--- config.mk ---
export PLATFORM = sky130hd
export DESIGN_NAME = data_mem_ctrl
export DESIGN_NICKNAME = d
export VERILOG_FILES = /design/src/rtl/data_mem_ctrl.sv
export SDC_FILE = /design/constraint.sdc
export NUM_CORES = 1
export LEC_CHECK = 0
export CAP_MARGIN = 20
export CORE_UTILIZATION = 30
export DETAILED_ROUTE_END_ITERATION = 6
export PLACE_DENSITY = 0.64
export SLEW_MARGIN = 20
export SYNTH_ARGS = -nofsm -noshare
export SYNTH_HDL_FRONTEND = slang
export SYNTH_SLANG_ARGS = --single-unit
--- constraint.sdc ---
create_clock -name clk -period 7.2 [get_ports clk]
set_clock_uncertainty 0.1 [all_clocks]
set_input_delay 1.44 -clock clk [delete_from_list [all_inputs] [get_ports clk]]
set_output_delay 1.44 -clock clk [all_outputs]
set_load 0.03 [all_outputs]
--- src/rtl/data_mem_ctrl.sv ---
// data_mem_ctrl: load/store unit between the core and a single-outstanding data bus.
// It decodes and validates the core access, drives a request/grant/rvalid bus
// transaction, extends load data and aborts accesses that exceed TIMEOUT cycles.
//
// state  | meaning
// -------+-------------------------------------------------------------
// S_IDLE | waiting for a core request; illegal requests get err here
// S_REQ  | bus_req high, waiting for bus_gnt
// S_WAIT | read granted, waiting for bus_rvalid
// S_DONE | one-cycle completion; err here marks a timeout abort
module data_mem_ctrl #(
   parameter int unsigned TIMEOUT = 255   // legal range 1..255 cycles in REQ+WAIT
) (
   input  logic        clk,
   input  logic        rst,
   input  logic        mem_read,
   input  logic        mem_write,
   input  logic [31:0] addr,
   input  logic [31:0] wdata,
   input  logic [2:0]  funct3,
   output logic [31:0] rdata,
   output logic        stall,
   output logic        err,
   output logic        bus_req,
   output logic        bus_we,
   output logic [31:0] bus_addr,
   output logic [31:0] bus_wdata,
   output logic [3:0]  bus_be,
   input  logic        bus_gnt,
   input  logic        bus_rvalid,
   input  logic [31:0] bus_rdata
);

   typedef enum logic [1:0] {
      S_IDLE = 2'd0,
      S_REQ  = 2'd1,
      S_WAIT = 2'd2,
      S_DONE = 2'd3
   } state_t;

   // Last counter value still inside the cycle budget.
   localparam logic [7:0] CNT_LAST = 8'(TIMEOUT - 1);

   state_t      state_q, state_d;
   logic [7:0]  cnt_q;
   logic [2:0]  f3_q;
   logic [1:0]  off_q;
   logic        to_q;
   logic        timeout_hit;
   logic        f3_ok, aligned, req_ok, req_bad;
   logic [3:0]  be_d;
   logic [31:0] wdata_d;
   logic [7:0]  byte_sel;
   logic [15:0] half_sel;
   logic [31:0] load_ext;

   // Classify the core request: size/sign legal for its direction and naturally aligned.
   always_comb begin
      case (funct3)
         3'b000, 3'b001, 3'b010: f3_ok = 1'b1;
         3'b100, 3'b101:         f3_ok = ~mem_write;
         default:                f3_ok = 1'b0;
      endcase
      case (funct3[1:0])
         2'b01:   aligned = ~addr[0];
         2'b10:   aligned = (addr[1:0] == 2'b00);
         default: aligned = 1'b1;
      endcase
      req_ok  = (mem_read ^ mem_write) & f3_ok & aligned;
      req_bad = (mem_read | mem_write) & ~req_ok;
   end

   // Byte enables and lane-replicated store data for the requested size.
   always_comb begin
      case (funct3[1:0])
         2'b00: begin
            be_d    = 4'b0001 << addr[1:0];
            wdata_d = {4{wdata[7:0]}};
         end
         2'b01: begin
            be_d    = addr[1] ? 4'b1100 : 4'b0011;
            wdata_d = {2{wdata[15:0]}};
         end
         default: begin
            be_d    = 4'b1111;
            wdata_d = wdata;
         end
      endcase
   end

   // Select and extend the addressed byte/half of the returned bus word.
   always_comb begin
      case (off_q)
         2'd0:    byte_sel = bus_rdata[7:0];
         2'd1:    byte_sel = bus_rdata[15:8];
         2'd2:    byte_sel = bus_rdata[23:16];
         default: byte_sel = bus_rdata[31:24];
      endcase
      half_sel = off_q[1] ? bus_rdata[31:16] : bus_rdata[15:0];
      case (f3_q)
         3'b000:  load_ext = {{24{byte_sel[7]}}, byte_sel};
         3'b100:  load_ext = {24'd0, byte_sel};
         3'b001:  load_ext = {{16{half_sel[15]}}, half_sel};
         3'b101:  load_ext = {16'd0, half_sel};
         default: load_ext = bus_rdata;
      endcase
   end

   // State register.
   always_ff @(posedge clk or posedge rst) begin
      if (rst) state_q <= S_IDLE;
      else     state_q <= state_d;
   end

   // Next state; a write grant wins over the budget, a read grant on the last cycle does not.
   always_comb begin
      state_d     = state_q;
      timeout_hit = 1'b0;
      case (state_q)
         S_IDLE: if (req_ok) state_d = S_REQ;
         S_REQ: begin
            if (bus_gnt && bus_we) begin
               state_d = S_DONE;
            end else if (cnt_q == CNT_LAST) begin
               state_d     = S_DONE;
               timeout_hit = 1'b1;
            end else if (bus_gnt) begin
               state_d = S_WAIT;
            end
         end
         S_WAIT: begin
            if (bus_rvalid) begin
               state_d = S_DONE;
            end else if (cnt_q == CNT_LAST) begin
               state_d     = S_DONE;
               timeout_hit = 1'b1;
            end
         end
         default: state_d = S_IDLE;
      endcase
   end

   // Core/bus handshake outputs, forced low while reset is held.
   always_comb begin
      stall   = ~rst & (((state_q == S_IDLE) & req_ok) | (state_q == S_REQ) | (state_q == S_WAIT));
      bus_req = (state_q == S_REQ);
      err     = ~rst & (((state_q == S_IDLE) & req_bad) | ((state_q == S_DONE) & to_q));
   end

   // Capture the bus command when an access is accepted; held stable until the next one.
   always_ff @(posedge clk or posedge rst) begin
      if (rst) begin
         bus_addr  <= '0;
         bus_wdata <= '0;
         bus_be    <= '0;
         bus_we    <= 1'b0;
         f3_q      <= '0;
         off_q     <= '0;
      end else if ((state_q == S_IDLE) && req_ok) begin
         bus_addr  <= {addr[31:2], 2'b00};
         bus_wdata <= wdata_d;
         bus_be    <= be_d;
         bus_we    <= mem_write;
         f3_q      <= funct3;
         off_q     <= addr[1:0];
      end
   end

   // Cycle budget counter, timeout flag and load result register.
   always_ff @(posedge clk or posedge rst) begin
      if (rst) begin
         cnt_q <= '0;
         to_q  <= 1'b0;
         rdata <= '0;
      end else begin
         to_q <= timeout_hit;
         if ((state_q == S_IDLE) && req_ok)
            cnt_q <= '0;
         else if ((state_q == S_REQ) || (state_q == S_WAIT))
            cnt_q <= cnt_q + 8'd1;
         if ((state_q == S_WAIT) && bus_rvalid)
            rdata <= load_ext;
         else if (timeout_hit && !bus_we)
            rdata <= '0;
      end
   end

endmodule

; ---- Word level (Yosys, flattened, before mapping)
; Cells that the tools add are included.
[classes]
eq_ne = 18
n_bitwise = 17
n_div = 0
n_reduce_logical = 17
add_sub_neg = 1
muxes = 23
multipliers = 0
shifts = 1
n_lt_le_gt_ge = 0
[ops]
columns = cell, n
row1 = $pmux 32 s4, 1
row2 = $mux 32, 2
row3 = $pmux 32 s2, 1
row4 = $pmux 8 s3, 1
row5 = $mux 16, 1
row6 = $mux 8, 2
row7 = $eq 3x3->1 const B, 4
row8 = $mux 2, 6
row9 = $add 8x1->8 const B, 1
row10 = $and 1x1->1, 8
row11 = $eq 2x2->1 const B, 4
row12 = $eq 8x8->1 const B, 1
row13 = $logic_not 2->1, 4
row14 = $pmux 4 s2, 1
row15 = $eq 2x1->1 const B, 3
row16 = $eq 3x1->1 const B, 2
row17 = $logic_not 3->1, 2
row18 = $pmux 1 s2, 3
row19 = $pmux 2 s3, 1
row20 = $logic_and 1x1->1, 4
row21 = $mux 4, 1
row22 = $ne 4x1->1 const B, 1
row23 = $not 1->1, 4
row24 = $or 1x1->1, 4
row25 = 12 further kinds, 15
[word_totals]
register_bits = 115
out_inout_bits = 104
in_bits = 105
mem_bits_ro = 0
latch_bits = 0
ram_bits = 0
memories = 0

; ---- Logic depth before layout (Yosys ltp)
[logic_depth]
depth_word = 10
ltp_mapped = 10
mapped_depth_nobuf = 6

; ---- Worst setup path after synthesis
; Ideal clock, no wire load.
[synth_path]
kind = in2out
startpoint = input rst
endpoint = output err
stages = 2
path_buffers = 0
setup_slack_ns = 1.181
arrival_time_ns = 4.479
required_time_ns = 5.660
path_cell_list = inv_1 a32o_1
[synth_between]
elab_chain_len = 2
[synth_lines]
columns = item, line_no
row1 = "start, declared", 15  ; input logic rst,
row2 = $not 1->1, 147  ; err = ~rst & (((state_q == S_IDLE) & req_bad) | ((state_q == S_DONE) & to_q));
row3 = $and 1x1->1, 147
row4 = "end, declared", 23  ; output logic err,
; Every way passes these cells.

; ---- Final worst setup path
[layout_path]
startpoint = input funct3[1]
endpoint = output err
[layout_between]
elab_chain_len = 10
elab_cells_between_ends = 18
[layout_lines]
columns = item, line_no
row1 = "start, declared", 20  ; input logic [2:0] funct3,
row2 = $eq 3x1->1 (tied with other cells), 59  ; case (funct3)
row3 = $reduce_or 3->1 / $reduce_or 2->1 (equally long branches), 59
row4 = $pmux 1 s2, 59
row5 = $and 1x1->1, 69  ; req_ok = (mem_read ^ mem_write) & f3_ok & aligned;
row6 = $and 1x1->1 *, 69
row7 = $not 1->1 *, 70  ; req_bad = (mem_read | mem_write) & ~req_ok;
row8 = $and 1x1->1 *, 70
row9 = $and 1x1->1 *, 147
row10 = $or 1x1->1 *, 147
row11 = $and 1x1->1 *, 147
; Every way passes the cells marked *; elsewhere a longest branch is shown, timed or not.

==> impl_metrics.tcl <==
set metrics [dict create \
    die_w_um 137.6 \
    cts_buffers 17 \
    grt-ovfl-total 0 \
    ir_drop_mv 0.2966 \
    cap_violations 0 \
    rows 49 \
    track_usage_pct 17.76 \
    report.final.slew_viol_count 0 \
    min_period_ps 5751 \
    seq_power_share_pct 30.4 \
    clkLatencyLatePin_ps 410 \
    crit_path_end_kind "output pin" \
    tns_ps 0 \
    cts_tree "done" \
    area_growth_pct 50.16 \
    synth.largest_area_cell "dfrtp_1" \
    die-area_sq_um 18930 \
    place.gp.congestion 0.7867 \
    cellLeakagePower_nw 3.432 \
    required_ps 5660 \
    post-route-period-util_pct 79.87 \
    ys_warn_count 0 \
    hold_ws_ps 386.0 \
    synth_cells 468 \
    worst_path_most_repeated_cell "clkdlybuf4s50_1" \
    path_class "primary input to output pin" \
    power_density_nw_per_um2 476.7 \
    power.share.switching_pct 40.59 \
    via_per_inst 5.176 \
    synth_seq_cells 115 \
    fill_cells 1642 \
    cts_setup_buffers 0 \
    synth_common_cells "dfrtp_1, mux2_2, nor2_1, a31oi_1" \
    synth.top_cell.area_share_pct 52.18 \
    grt_pass1_wl_mm 25.24 \
    ys_seq_area_share_pct 52.18 \
    h-tree-depth 4 \
    die_h_um 137.6 \
    hp-start "rdata[7]" \
    core_area_sq_um 17960 \
    max_stage_delay_ps 680 \
    post_cts_resized 0 \
    final_nets 777 \
    clk_pin_slew_ps 50 \
    final_util_pct 46.10 \
    dpl-instance-area_sq_um 7707 \
    synthArstFlopShare_pct 100.0 \
    synthDistinctLibCells 45 \
    cts-root-buf "clkbuf_16" \
    syn-cell-area_sq_um 5515 \
    setup_viol 0 \
    yosys-top-cells-area "dfrtp_1, mux2_2, a221o_1" \
    avgSynthCellArea_sq_um 11.78 \
    vias 4669 \
    grt_max_degree 81 \
    hold_buffers 0 \
    ant_nets 0 \
    rsz0062_at_grt "false" \
    fmax_mhz 173.9 \
    clock-sinks 115 \
    p_comb_share_pct 49.1 \
    fin_area_sq_um 8282 \
    min_path_type "flop to flop" \
    worstPathCellList "clkdlybuf4s50_1 -> inv_1 -> ha_1 -> nand2b_1 -> nand3_2 -> a21oi_1 -> a32o_1 -> clkdlybuf4s50_1" \
    worst_pin_slew_ps 976.0 \
    yosys_most_used_dff "dfrtp_1" \
    status "finished clean" \
    numPortBuffers 206 \
    drtIter0Drc 292 \
    routedWlPerCell_um 18.17 \
    synth_edf_count 0 \
    io_pins 209 \
    dp_hpwl_mm 11.76 \
    r2r_start "state_q[0]" \
    cp.arrival_ps 4210 \
    slew_headroom_pct 34.93 \
    synth.most_common_cell "dfrtp_1" \
    setup.worst_path.start "funct3[1]" \
    internal_power_mw 2.346 \
    cp_slowest_cell "clkdlybuf4s50_1" \
    diodes 0 \
    antenna_found_initial 0 \
    drcViolationCount 0 \
    start_util_pct 30.70 \
    grt_pass1_vias 4738 \
    routed_wl_mm 16.39 \
    dr.pass1.iters 7 \
    hold_viol 0 \
    start_kind "primary input" \
    cts_buffer_depth 2 \
    drive_gt1_share_pct 14.41 \
    p_sw_mw 1.603 \
    power_frac_clock_pct 20.4 \
    crit_fanout 19 \
]
==> power groups by stage <==
stage	clock, mW	sequential (mW)	combinational [mW]
final	0.807	1.20	1.94
after global routing	0.857	1.25	2.07
after CTS	0.832	1.20	1.95
after detailed placement	0	1.21	1.95
after global placement	0	1.20	1.92
after floorplan	0	1.66	0.683
==> worst max-delay path, delay by kind of cell <==
kind,cells,cell delay (ps)
buffers and inverters,3,1260
and+or+nand+nor,2,550
adders and majority gates,1,390
AOI/OAI and AO/OA,2,560
==> worst paths after layout <==
check                               end  slack [ps]  cells past startpoint
min                            rdata[7]         390                      1
max reg2reg                bus_addr[26]        4220                      5
max                                 err        1450                      8
max in group asynchronous   bus_addr[9]        4280                      3
min in group asynchronous     rdata[11]        1440                      2
min reg2reg                    rdata[7]         390                      1
==> registers in the layout, indices dropped and copies added, names as in the netlist <==
register	cells
off_q	2
f3_q	3
to_q	1
rdata	32
bus_addr	30
state_q	2
cnt_q	8
bus_we	1
bus_be	4
bus_wdata	32
==> routing by layer <==
| metal | global-route usage [%] | wire (um) | vias up | part of all wire [%] |
|---|---|---|---|---|
| met5 | 0 | 0 | - | 0 |
| met4 | 5.739 | 221 | 0 | 1.3 |
| met3 | 6.512 | 1278 | 21 | 7.8 |
| met2 | 27.92 | 7913 | 180 | 48 |
| met1 | 22.50 | 6980 | 2331 | 43 |
| li1 | - | - | 2137 | - |
==> through the flow <==
step                      setup slack (ps)  instances  power [mW]
final                                 1449        902       3.948
after global routing                  1282        902       4.168
after CTS                             1397        902       3.990
after detailed placement              1400        871       3.154
after global placement                1491        871       3.118
after floorplan                       1181        469       2.343
==> area by class of cell <==
| type | count | area (sq um) | share of cell area [%] |
|---|---|---|---|
| Clock buffer | 23 | 498.0 | 6.013 |
| Tap cell | 229 | 286.5 | 3.460 |
| Inverter | 14 | 55.05 | 0.6648 |
| Timing Repair Buffer | 210 | 2092 | 25.26 |
| Sequential cell | 115 | 2878 | 34.75 |
| Multi-Input combinational cell | 303 | 2396 | 28.93 |
| Clock inverter | 8 | 76.32 | 0.9216 |
==> cells by family after synthesis <==
family                   synth area share, %
buffers and inverters                  4.560
adder cells (fa/ha/maj)                2.495
other                                0.06799
multiplexers                           13.45
flip-flops                             52.18
AND/OR/NAND/NOR                        7.963
XOR/XNOR                               1.112
AO/OA/AOI/OAI                          18.17
==> cell usage in the layout, fill, tap and decap left out, types with 3 or more instances in the layout <==
cell and instances:
a22o_1 10, a21oi_1 15, clkinv_2 3, dfrtp_1 115, nor2_1 27, o221ai_1 7
nand2_1 16, a22oi_1 8, mux2i_1 10, a32o_1 7, mux2_2 55, a211o_1 7
a211oi_1 7, ha_1 11, xor2_1 5, clkbuf_16 17, a221o_1 18, a31oi_1 26
clkinvlp_4 3, nand2b_1 10, o2bb2ai_1 10, inv_1 13, clkbuf_8 5, buf_4 4
nor2b_1 12, nand4_1 4, o21ai_0 10, clkdlybuf4s50_1 206
Power figures use the tool's default switching activity.
